## config.mk

```make
export PLATFORM = sky130hd
export DESIGN_NAME = amm_timeout_slice
export DESIGN_NICKNAME = d
export VERILOG_FILES = /design/src/rtl/amm_pkg.sv /design/src/rtl/amm_wdog_cnt.sv /design/src/rtl/amm_timeout_slice.sv
export SDC_FILE = /design/constraint.sdc
export NUM_CORES = 1
export LEC_CHECK = 0
export BUFFER_PORTS_ARGS = -buffer_cell sky130_fd_sc_hd__buf_2
export CELL_PAD_IN_SITES_DETAIL_PLACEMENT = 1
export CELL_PAD_IN_SITES_GLOBAL_PLACEMENT = 1
export CORE_UTILIZATION = 37
export CTS_CLUSTER_DIAMETER = 60
export DETAILED_ROUTE_END_ITERATION = 10
export PLACE_DENSITY = 0.79
export SYNTH_ARGS = -nofsm -noshare
export SYNTH_HDL_FRONTEND = slang
export SYNTH_SLANG_ARGS = --single-unit
```

## constraint.sdc

```tcl
create_clock -name aclk -period 2.45 [get_ports aclk]
set_input_delay 0.49 -clock aclk [delete_from_list [all_inputs] [get_ports aclk]]
set_output_delay 0.49 -clock aclk [all_outputs]
set_load 0.005 [all_outputs]
```

## src/rtl/amm_pkg.sv

```systemverilog
// Shared widths and FSM encoding for the Avalon-MM timeout slice.
// Latency: n/a (declarations only).
// Backpressure: n/a.
package amm_pkg;

    localparam int AMM_AW  = 32;
    localparam int AMM_DW  = 32;
    localparam int AMM_BEW = 4;

    typedef enum logic [1:0] {
        ST_IDLE = 2'd0,
        ST_REQ  = 2'd1,
        ST_RESP = 2'd2
    } amm_state_e;

endpackage

```

## src/rtl/amm_wdog_cnt.sv

```systemverilog
// Watchdog counter: counts stalled cycles and flags the cycle on which the limit is reached.
// Latency: expire_o is combinational from the count register and en_i (same cycle).
// Backpressure: none; clr_i has priority over en_i, limit 0 disables expiry.
module amm_wdog_cnt #(
    parameter int unsigned P_LIMIT = 1024
) (
    input  logic clk,
    input  logic rst_n,
    input  logic clr_i,
    input  logic en_i,
    output logic expire_o
);

    localparam logic [15:0] LIMIT = 16'(P_LIMIT);

    logic [15:0] cnt_q;
    logic [15:0] cnt_d;

    // Next count: clear wins, otherwise increment and saturate (only reachable with limit 0).
    always_comb begin
        cnt_d = cnt_q;
        if (clr_i) begin
            cnt_d = 16'd0;
        end else if (en_i && (cnt_q != 16'hFFFF)) begin
            cnt_d = cnt_q + 16'd1;
        end
    end

    // Count register.
    always_ff @(posedge clk or negedge rst_n) begin
        if (!rst_n) begin
            cnt_q <= 16'd0;
        end else begin
            cnt_q <= cnt_d;
        end
    end

    // The stalled cycle that would bring the count to LIMIT is the expiring one.
    assign expire_o = en_i && (LIMIT != 16'd0) && (cnt_q == (LIMIT - 16'd1));

endmodule

```

## src/rtl/amm_timeout_slice.sv

```systemverilog
// Registered AMM command/response slice with a hung-slave watchdog and sticky error capture.
// Latency: 3 cycles request-to-completion with a zero-wait slave, +1 per downstream wait cycle.
// Backpressure: upstream stalled except for one RESP cycle; timeout aborts after P_TIMEOUT waits.
module amm_timeout_slice
    import amm_pkg::*;
#(
    parameter int unsigned         P_TIMEOUT  = 1024,
    parameter logic [AMM_DW-1:0]   P_ERR_DATA = 32'hDEAD_BEEF
) (
    input  logic                aclk,
    input  logic                aresetn,
    input  logic [AMM_AW-1:0]   s_amm_address,
    input  logic [AMM_DW-1:0]   s_amm_writedata,
    input  logic [AMM_BEW-1:0]  s_amm_byteenable,
    input  logic                s_amm_write,
    input  logic                s_amm_read,
    output logic [AMM_DW-1:0]   s_amm_readdata,
    output logic                s_amm_waitrequest,
    output logic [AMM_AW-1:0]   m_amm_address,
    output logic [AMM_DW-1:0]   m_amm_writedata,
    output logic [AMM_BEW-1:0]  m_amm_byteenable,
    output logic                m_amm_write,
    output logic                m_amm_read,
    input  logic [AMM_DW-1:0]   m_amm_readdata,
    input  logic                m_amm_waitrequest,
    input  logic                err_clear,
    output logic                timeout_err,
    output logic [AMM_AW-1:0]   err_addr
);

    amm_state_e          state_q,   state_d;
    logic [AMM_AW-1:0]   addr_q,    addr_d;
    logic [AMM_DW-1:0]   wdata_q,   wdata_d;
    logic [AMM_BEW-1:0]  be_q,      be_d;
    logic                wr_q,      wr_d;
    logic                rd_q,      rd_d;
    logic [AMM_DW-1:0]   rdata_q,   rdata_d;
    logic                swait_q,   swait_d;
    logic                err_q,     err_d;
    logic [AMM_AW-1:0]   erraddr_q, erraddr_d;

    logic cnt_clr;
    logic cnt_en;
    logic expire;

    amm_wdog_cnt #(
        .P_LIMIT (P_TIMEOUT)
    ) u_wdog (
        .clk      (aclk),
        .rst_n    (aresetn),
        .clr_i    (cnt_clr),
        .en_i     (cnt_en),
        .expire_o (expire)
    );

    // FSM next state plus next values of every output register; upstream is released
    // only on the cycle after an accept or an abort.
    always_comb begin
        state_d   = state_q;
        addr_d    = addr_q;
        wdata_d   = wdata_q;
        be_d      = be_q;
        wr_d      = wr_q;
        rd_d      = rd_q;
        rdata_d   = rdata_q;
        swait_d   = 1'b1;
        err_d     = err_q;
        erraddr_d = erraddr_q;
        cnt_clr   = 1'b0;
        cnt_en    = 1'b0;

        if (err_clear) begin
            err_d     = 1'b0;
            erraddr_d = '0;
        end

        case (state_q)
            ST_IDLE: begin
                if (s_amm_read || s_amm_write) begin
                    addr_d  = s_amm_address;
                    wdata_d = s_amm_writedata;
                    be_d    = s_amm_byteenable;
                    wr_d    = s_amm_write;
                    rd_d    = s_amm_read && !s_amm_write;
                    cnt_clr = 1'b1;
                    state_d = ST_REQ;
                end
            end
            ST_REQ: begin
                if (!m_amm_waitrequest) begin
                    if (rd_q) begin
                        rdata_d = m_amm_readdata;
                    end
                    wr_d    = 1'b0;
                    rd_d    = 1'b0;
                    swait_d = 1'b0;
                    state_d = ST_RESP;
                end else begin
                    cnt_en = 1'b1;
                    if (expire) begin
                        // Hang guard: drop the command on the stuck slave and complete upstream.
                        if (rd_q) begin
                            rdata_d = P_ERR_DATA;
                        end
                        wr_d  = 1'b0;
                        rd_d  = 1'b0;
                        err_d = 1'b1;
                        // A clear in the same cycle makes this the first error again.
                        if (!err_q || err_clear) begin
                            erraddr_d = addr_q;
                        end
                        swait_d = 1'b0;
                        state_d = ST_RESP;
                    end
                end
            end
            ST_RESP: begin
                // The command still shown upstream this cycle is the one just completed.
                state_d = ST_IDLE;
            end
            default: begin
                state_d = ST_IDLE;
            end
        endcase
    end

    // State, command, response and error registers.
    always_ff @(posedge aclk or negedge aresetn) begin
        if (!aresetn) begin
            state_q   <= ST_IDLE;
            addr_q    <= '0;
            wdata_q   <= '0;
            be_q      <= '0;
            wr_q      <= 1'b0;
            rd_q      <= 1'b0;
            rdata_q   <= '0;
            swait_q   <= 1'b1;
            err_q     <= 1'b0;
            erraddr_q <= '0;
        end else begin
            state_q   <= state_d;
            addr_q    <= addr_d;
            wdata_q   <= wdata_d;
            be_q      <= be_d;
            wr_q      <= wr_d;
            rd_q      <= rd_d;
            rdata_q   <= rdata_d;
            swait_q   <= swait_d;
            err_q     <= err_d;
            erraddr_q <= erraddr_d;
        end
    end

    assign s_amm_readdata    = rdata_q;
    assign s_amm_waitrequest = swait_q;
    assign m_amm_address     = addr_q;
    assign m_amm_writedata   = wdata_q;
    assign m_amm_byteenable  = be_q;
    assign m_amm_write       = wr_q;
    assign m_amm_read        = rd_q;
    assign timeout_err       = err_q;
    assign err_addr          = erraddr_q;

endmodule

```

==> out/results.txt, run 1 <==
The run finished with clean final reports. The analysis attributes to net switching a power of 0.003202 W. For this block, the routed nets add up to 18020 um of wire. For the combinational fraction of design power, the log shows 30.0%. The number of nets in the synthesized netlist is 744.

The run gives 0 as the number of setup violations in the final report. The number of buffers created by CTS was 17; the total placed instance area was 8114 um2. The clock network is responsible for 29.9% of the overall power.

The arrival time of the worst setup path is 2580 ps, and the total of flip-flops plus latches after synthesis is 154. Of the total synthesized cell area, the portion taken by AND, OR, NAND and NOR gates is 20.18%. Of the total power, the share spent switching nets is 33.13%. The number of antenna violations at the first check in global routing was 0.

For the count of max-cap constraint violations, the log shows 0. Among all flip-flop cells after synthesis, the most frequent one is sky130_fd_sc_hd__dfrtp_1. The routed layout has 5493 vias. Post-CTS timing repair inserted 0 buffers for setup. The fraction of the yosys area taken by sequential cells is 58.70%. The combinational family with the most area after synthesis was simple AND/OR/NAND/NOR gates. The run gives 35.21% as the met2 track demand over resource in global routing. At the end of the flow, the number of nets in the layout was 990. Routability-driven placement finished with a final weighted congestion of 0.7504.

Measured against the total synthesized area, the mux share comes to 6.973%. The floorplan step defined a core boundary enclosing 17300 um2. The number of hold buffers added after CTS was 0. The run gives 2750 ps as the data required time of the worst path.

The post-layout minimum cycle time came out at 2276 ps. The clock root buffer master was sky130_fd_sc_hd__clkbuf_16. Global routing consumed, on the met1 layer, 25.81% of the routing resources. The longest clock path from root to sink contains 2 buffers. The worst pin sits at a relative slew slack of 50.71%.

In the synthesized netlist the async set-or-reset flop fraction comes to 100.0%. The final-layout setup total negative slack was 0 ps; the mapped cell area was 6568 um2. Summing the areas of all fa, ha and maj instances in the mapped netlist gives 0.1905% of the synthesized area. The instance count of the mapped netlist was 637. Along the worst path, the maximum fanout reaches 28. For the final database, setup skew stands at 13.20 ps. The complex-gate fraction of the synthesized area was 10.73%. The launching element of the worst setup path was u_wdog.cnt_q[3]. The tools report the fraction of the core area covered by cells at the end of the flow as 50.69%. TritonCTS built the clock tree. The via count of the first global-routing pass is 5769. met2 is the most crowded layer. The routed wirelength normalized by instance count was 16.07 um; the detail-routed via count per cell was 4.900.

Setup repair after global routing left no endpoint under its margin. After clock tree synthesis, the clock-pin slew on the worst setup and hold paths is 60 ps. The run gives 12570 um as the HPWL after detailed placement.

The tools report the post-route antenna net violation count as 0. The global-route wire length before repair was 29560 um. The number of remaining DRC errors is 0, and the transition time of the tightest slew-check pin is 732.7 ps. The H-tree was split into 4 levels. The min-delay analysis places its worst path in the category in2async.

The maximum clock frequency was 439.4 MHz. Global routing used 20.60% of the available tracks. The power density over the cells was 1102 nW/um2. The share of synthesized area in the top cell type comes to 58.30%. The logs give 0 for the post-CTS resize count and 46 for the count of unique library cells instantiated by Yosys. The number of enable-type register cells in the synthesized netlist was 0; the full die area was 18290 um2. The floorplan has 48 rows. sky130_fd_sc_hd__dfrtp_1 takes more of the synthesized area than any other cell.

The startpoint identified for the worst register-to-register timing path is u_wdog.cnt_q[3]. In this run, flip-flops and latches consume 40.1% of the power. The pre-antenna-repair detailed-routing pass consisted of 4 iterations. The xor-xnor portion of the synthesized cell area was 0%.

The leakage dissipation is 4.727 nW. The endpoint type of the worst setup path is a flop. The final-report hold violation count was 0; the clock insertion delay at the later pin of the skew report was 420 ps.

The clock net in this run drives a total of 154 sinks. The run gives 0 as the number of max-slew violations in the final report. Yosys instantiated no cell more often than sky130_fd_sc_hd__nand2_1.

With fillers left out, the area of the finished cells amounts to 8767 um2. By area the synthesized netlist is led by sky130_fd_sc_hd__dfrtp_1 58%, sky130_fd_sc_hd__nand2_1 13%, sky130_fd_sc_hd__mux2_2 3.8%. By startpoint and endpoint, the worst setup path is classified as reg2reg. For met3 alone, demand over resource in global routing was 4.115%. The residual overflow from global routing is 0, and the number of synthesis warnings is 0. Entering global routing, the biggest net connects 57 pins. 0 antenna diodes ended up in the layout. VDD sags by at most 0.4652 mV. After synthesis, the most frequently instantiated cells are 227 x sky130_fd_sc_hd__nand2_1, 153 x sky130_fd_sc_hd__dfrtp_1, 33 x sky130_fd_sc_hd__nor2b_1. For this configuration, the core starts out at a cell density of 37.97%. The die boundary width was 135.2 um; the internal power consumption was 0.006463 W. From synthesis to final layout, the design area changed by 33.49%. For this block, the initial DRC count from the detailed router was 254. Pin placement for this block handled 242 I/O pins.

The post-route clock period utilization came out at 92.90%. The count of buffers added on input and output ports is 241. Each instance of the synthesized netlist takes up on average 10.31 um2. The height of the die was 135.2 um; the share of layout cells above drive strength 1 was 37.05%. The worst setup path is launched from a flop. Hold is met by 23.37 ps.
## cell usage in the layout (no fill, tap or decap), drive strengths merged, types with 5 or more instances in the layout
cell    count
o21ai      16
a21oi       7
mux2i       6
o31ai       5
o22a       24
or4         5
o21a       25
dfrtp     153
inv        17
nor4        5
mux2       32
buf       261
nor2        7
a22oi       9
nand2     227
nor2b      33
clkbuf     20
## metrics by stage
| step | setup WS [ps] | power (W) | std cells |
|---|---|---|---|
| 6_report | 173.9 | 0.009665 | 1121 |
| 5_1_grt | 60.55 | 0.01033 | 1121 |
| 4_1_cts | 174.2 | 0.009784 | 1121 |
| 3_5_place_dp | 183.1 | 0.006855 | 1089 |
| 3_3_place_gp | 220.5 | 0.006720 | 1089 |
| 2_1_floorplan | 238.0 | 0.005380 | 637 |
## registers in the layout (all words and copies together), names as in the netlist
name and count:
m_amm_read 1, s_amm_readdata 32, u_wdog.cnt_q 16, m_amm_write 1, m_amm_byteenable 4, state_q 2, m_amm_writedata 32, err_addr 32
m_amm_address 32, timeout_err 1, s_amm_waitrequest 1
## worst paths after layout
kind                                            end  slack (ps)  cells past startpoint
worst max register to register         err_addr[31]         170                      5
worst min register to register   m_amm_writedata[7]         470                      2
max in group asynchronous              err_addr[21]        1720                      2
min in group aclk               m_amm_writedata[19]         260                      3
worst max-delay path                   err_addr[31]         170                      5
worst min-delay path              s_amm_readdata[5]          20                      1
## critical path, cell delays in order (launching register included)
cell and delay (ps):
sky130_fd_sc_hd__dfrtp_1 460, sky130_fd_sc_hd__nand4_4 190, sky130_fd_sc_hd__or4_1 630, sky130_fd_sc_hd__nor3_4 250
sky130_fd_sc_hd__buf_12 250, sky130_fd_sc_hd__mux2_2 360
## routing by layer
metal	vias to the layer above	part of all wire, %
li1	2623	-
met1	2711	45
met2	141	49
met3	18	4.6
met4	0	1.5
met5	-	0
## layout make-up
cell class | count | area, um2
Timing Repair Buffer | 261 | 1413
Fill cell | 2028 | 8529
Multi-Input combinational cell | 435 | 2512
Tap cell | 225 | 281.5
Sequential cell | 154 | 3855
Clock buffer | 20 | 466.7
Inverter | 14 | 52.55
Clock inverter | 12 | 186.4
## power groups by stage
stage          clock (W)  combinational (W)  sequential (W)
3_3_place_gp           0            0.00284         0.00388
2_1_floorplan          0            0.00145         0.00393
3_5_place_dp           0            0.00294         0.00391
4_1_cts          0.00294            0.00295         0.00389
5_1_grt          0.00304            0.00329         0.00399
6_report         0.00289            0.00290         0.00388
## cell families (layout without fill, tap and decap cells)
| family | count (synthesis) | count (layout) |
|---|---|---|
| compound gates | 96 | 96 |
| flops | 154 | 154 |
| buf+inv | 48 | 307 |
| mux | 38 | 38 |
| simple gates | 300 | 300 |
| fa+ha+maj | 1 | 1 |
(Power assumes the default switching activity.)
==> inputs of run 2 (changes only) <==
--- a/config.mk
+++ b/config.mk
@@ -8,10 +8,12 @@
 export BUFFER_PORTS_ARGS = -buffer_cell sky130_fd_sc_hd__buf_2
 export CELL_PAD_IN_SITES_DETAIL_PLACEMENT = 1
 export CELL_PAD_IN_SITES_GLOBAL_PLACEMENT = 1
-export CORE_UTILIZATION = 37
+export CORE_UTILIZATION = 39
 export CTS_CLUSTER_DIAMETER = 60
 export DETAILED_ROUTE_END_ITERATION = 10
-export PLACE_DENSITY = 0.79
+export PLACE_DENSITY = 0.8
+export RECOVER_POWER = 100
 export SYNTH_ARGS = -nofsm -noshare
 export SYNTH_HDL_FRONTEND = slang
+export SYNTH_HIERARCHICAL = 1
 export SYNTH_SLANG_ARGS = --single-unit
==> run 2 against run 1 <==
  * Via count is 3.3% lower
  * Cell count down 9.5%
  * Clock power is 6% lower
  * Routed wire length up 9.6%
  * Setup slack worse by 66 ps
  * First-iteration DRC count is 37% lower
  * Maximum frequency fell by 2.8%
  * Clock skew fell by 2.3 ps
==> out/results.txt, run 2 <==
Worst-path maximum fanout: 10 (-64%). For the count of unique library cells instantiated by Yosys, the log shows 52 (+13%). The share of layout cells above drive strength 1 came out at 45.34% (+8.3 points). The arrival time of the worst setup path was 2650 ps (+70 ps). Clock tree synthesis selected as its root buffer the cell sky130_fd_sc_hd__clkbuf_16. Area share of the largest cell type after synthesis: 57.46% (-0.83 points).

The tools report the full die area as 17610 um2 (-3.7%). TritonCTS built the clock tree. For the residual overflow from global routing, the log shows 0 (unchanged). The starting utilization of the core area came out at 40.03% (+2.1 points). The number of core rows came out at 47 (-2.1%). Total of flip-flops plus latches after synthesis: 154 (unchanged). Setup repair after global routing could not meet its margin everywhere.

The number of remaining DRC errors is 0 (unchanged), and the area overhead of the layout relative to synthesis is 33.26%. The worst setup path is captured at a flop. The final-layout setup total negative slack came out at 0 ps (unchanged). The maximum clock frequency is 427.0 MHz (-2.8%), and the clock net sink count is 154 (unchanged). The number of enable-type register cells in the synthesized netlist is 0 (unchanged), and the via count of the first global-routing pass is 5776 (+0.12%).

For the core area, the log shows 16640 um2 (-3.8%). The min-delay analysis places its worst path in the category in2reg. The antenna diode count is 0 (unchanged). The maximum VDD drop was 0.5890 mV (+27%); the number of detailed-route iterations in the first pass was 4 (unchanged).

The run gives 2760 ps (about the same) as the data required time of the worst path. The number of antenna violations at the first check in global routing was 1 (+1); the global-route wire length before repair was 31260 um (+5.7%). The post-layout minimum cycle time was 2342 ps (+65.83 ps); the clock slew at the register clock pins of the worst setup and hold paths was 70 ps (about the same). The mapped cell area is 6663 um2 (+1.4%), and the leakage dissipation is 4.011 nW (-15%). In the layout the commonest cells are 156 x sky130_fd_sc_hd__buf_2, 150 x sky130_fd_sc_hd__dfrtp_1, 98 x sky130_fd_sc_hd__mux2_2. The critical path is of the reg2reg type.

The fraction of the yosys area taken by sequential cells was 57.86% (-0.84 points); the number of buffers created by CTS was 17 (unchanged). Top-level I/O count: 242 (unchanged). The wire length reported by the detailed router is 19740 um (+9.6%). Detail-routed via count per cell: 5.239 (+6.9%). Minimum hold slack: 290.4 ps (+267.1 ps). The logs give 6 (+6) for the number of synthesis warnings and 0 (unchanged) for the number of max-slew violations in the final report. The instance count of the mapped netlist was 522 (-18%); the post-route antenna net violation count was 0 (unchanged).

Number of buffers on the longest clock path: 2 (unchanged). The beginning of the worst register-to-register path is u_wdog/cnt_q[10]. The total global routing track utilization came out at 22.92% (+2.3 points). The transition time of the tightest slew-check pin was 1468 ps (+735.8 ps). In the post-synthesis netlist, the biggest area contributors are sky130_fd_sc_hd__dfrtp_1 57%, sky130_fd_sc_hd__mux2_2 18%, sky130_fd_sc_hd__a31oi_1 4.5%. In this run the worst setup path begins at u_wdog/cnt_q[10]. The post-layout net count is 888 (-10%). Post-synthesis net count: 629 (-15%). The routed wirelength normalized by instance count was 19.47 um (+21%).

Commonest non-fill, non-tap cell in the layout: sky130_fd_sc_hd__buf_2. In the synthesized netlist the dominant register cell turns out to be sky130_fd_sc_hd__dfrtp_1. The share of flip-flops with an asynchronous set or reset after synthesis is 100.0% (unchanged).

The power density over the cells was 1101 nW/um2 (-0.16%). The HPWL after detailed placement is 13510 um (+7.5%). The height of the die came out at 132.7 um (-1.9%). The clock insertion delay at the later pin of the skew report is 430 ps (about the same), and the port buffer count is 241 (unchanged). The largest net degree at the start of global routing was 60 (+5.3%). The DRC violation total after the first TritonRoute iteration is 159 (-37%).

The flow ran to the end, and the final reports show no timing, DRC or antenna violations. Synthesized area divided by synthesized cell count: 12.76 um2 (+24%). The relative max-transition margin is 2.103% (-49 points).

The setup clock skew after layout is 10.91 ps (-2.295 ps), and the number of setup violations in the final report is 0 (unchanged). The tools report the fraction of the core area covered by cells at the end of the flow as 53.35% (+2.7 points). The startpoint identified for the worst hold timing path is s_amm_writedata[12]. Yosys instantiated no cell more often than sky130_fd_sc_hd__dfrtp_1. The run gives 0 (unchanged) as the count of max-cap constraint violations. Summed over all instances, the cell type with the most area after synthesis is sky130_fd_sc_hd__dfrtp_1. The final-report hold violation count came out at 0 (unchanged). The commonest cells after synthesis are 153 x sky130_fd_sc_hd__dfrtp_1, 104 x sky130_fd_sc_hd__mux2_2, 48 x sky130_fd_sc_hd__a31oi_1.

The post-route clock period utilization was 95.59% (+2.7 points); the die boundary width was 132.7 um (-1.9%). The tools report the total number of H-tree levels as 4 (unchanged). The kind of start point of the critical path is a flop. The total number of vias is 5312 (-3.3%).

Routability congestion estimate: 0.8358 (+11%).
-- run 2: kinds of logic (layout without fill, tap and decap cells) --
| logic type | count (synthesis) | after routing | share of synthesized area, % |
|---|---|---|---|
| adder cells (fa/ha/maj) | 1 | 1 | 0.1878 |
| AND/OR/NAND/NOR | 131 | 131 | 11.53 |
| multiplexers | 106 | 106 | 17.90 |
| flip-flops | 154 | 154 | 57.86 |
| AO/OA/AOI/OAI | 86 | 86 | 8.639 |
| buffers and inverters | 44 | 316 | 3.887 |
-- run 2: metal layers --
layer | routed length (um) | share of wire [%] | vias to the layer above | global-route usage, %
met2 | 10650 | 54 | 180 | 41.73
met1 | 7504 | 38 | 2696 | 25.59
li1 | - | - | 2402 | -
met4 | 542 | 2.7 | 0 | 8.365
met5 | 0 | 0 | - | 0
met3 | 1046 | 5.3 | 34 | 6.092
-- run 2: worst paths after layout --
kind / endpoint / slack [ps] / cells past startpoint
worst max-delay path: err_addr[29] / 110 / 7
worst min-delay path: m_amm_writedata[12] / 290 / 2
worst max register to register: err_addr[29] / 110 / 7
worst min register to register: s_amm_readdata[17] / 490 / 1
max in group asynchronous: u_wdog/cnt_q[3] / 570 / 2
min in group asynchronous: m_amm_address[17] / 410 / 1
-- run 2: through the flow --
stage          power [W]  instance area [um2]  setup WS (ps)  std cells
2_1_floorplan   0.005683                 6733         -22.94        522
3_3_place_gp    0.006938                 8218          20.92        970
3_5_place_dp    0.007164                 8218         -83.82        970
4_1_cts         0.009951                 8969          15.69       1013
5_1_grt          0.01030                 8879         -13.08       1014
6_report        0.009772                 8879          108.1       1014
-- run 2: what timing repair did --
item / CTS / global route
gates cloned: 2 / 0
resized for setup: 7 / 12
hold buffers: 0 / 0
setup buffers: 9 / 2
setup endpoints to repair: 32 / 65
pin swaps: 4 / 3
-- run 2: power breakdown --
part	total, W	internal, W	switching (W)	leakage [nW]
combinational	0.00306	0.00156	0.00150	1.85
sequential	0.00401	0.00340	0.000610	1.87
clock	0.00271	0.00154	0.00117	0.286
-- run 2: critical path, stage by stage (launching register included) --
cell	delay, ps
sky130_fd_sc_hd__dfrtp_1	410
sky130_fd_sc_hd__or4_4	570
sky130_fd_sc_hd__nor4_4	260
sky130_fd_sc_hd__nand2_2	120
sky130_fd_sc_hd__nor3_4	210
sky130_fd_sc_hd__buf_6	180
sky130_fd_sc_hd__buf_16	150
sky130_fd_sc_hd__mux2_2	340
-- run 2: area by class of cell --
class / count / area (um2)
Inverter: 7 / 38.79
Tap cell: 220 / 275.3
Sequential cell: 154 / 3859
Clock buffer: 17 / 425.4
Fill cell: 1830 / 7764
Timing Repair Buffer: 277 / 1460
Multi-Input combinational cell: 324 / 2636
Clock inverter: 15 / 183.9
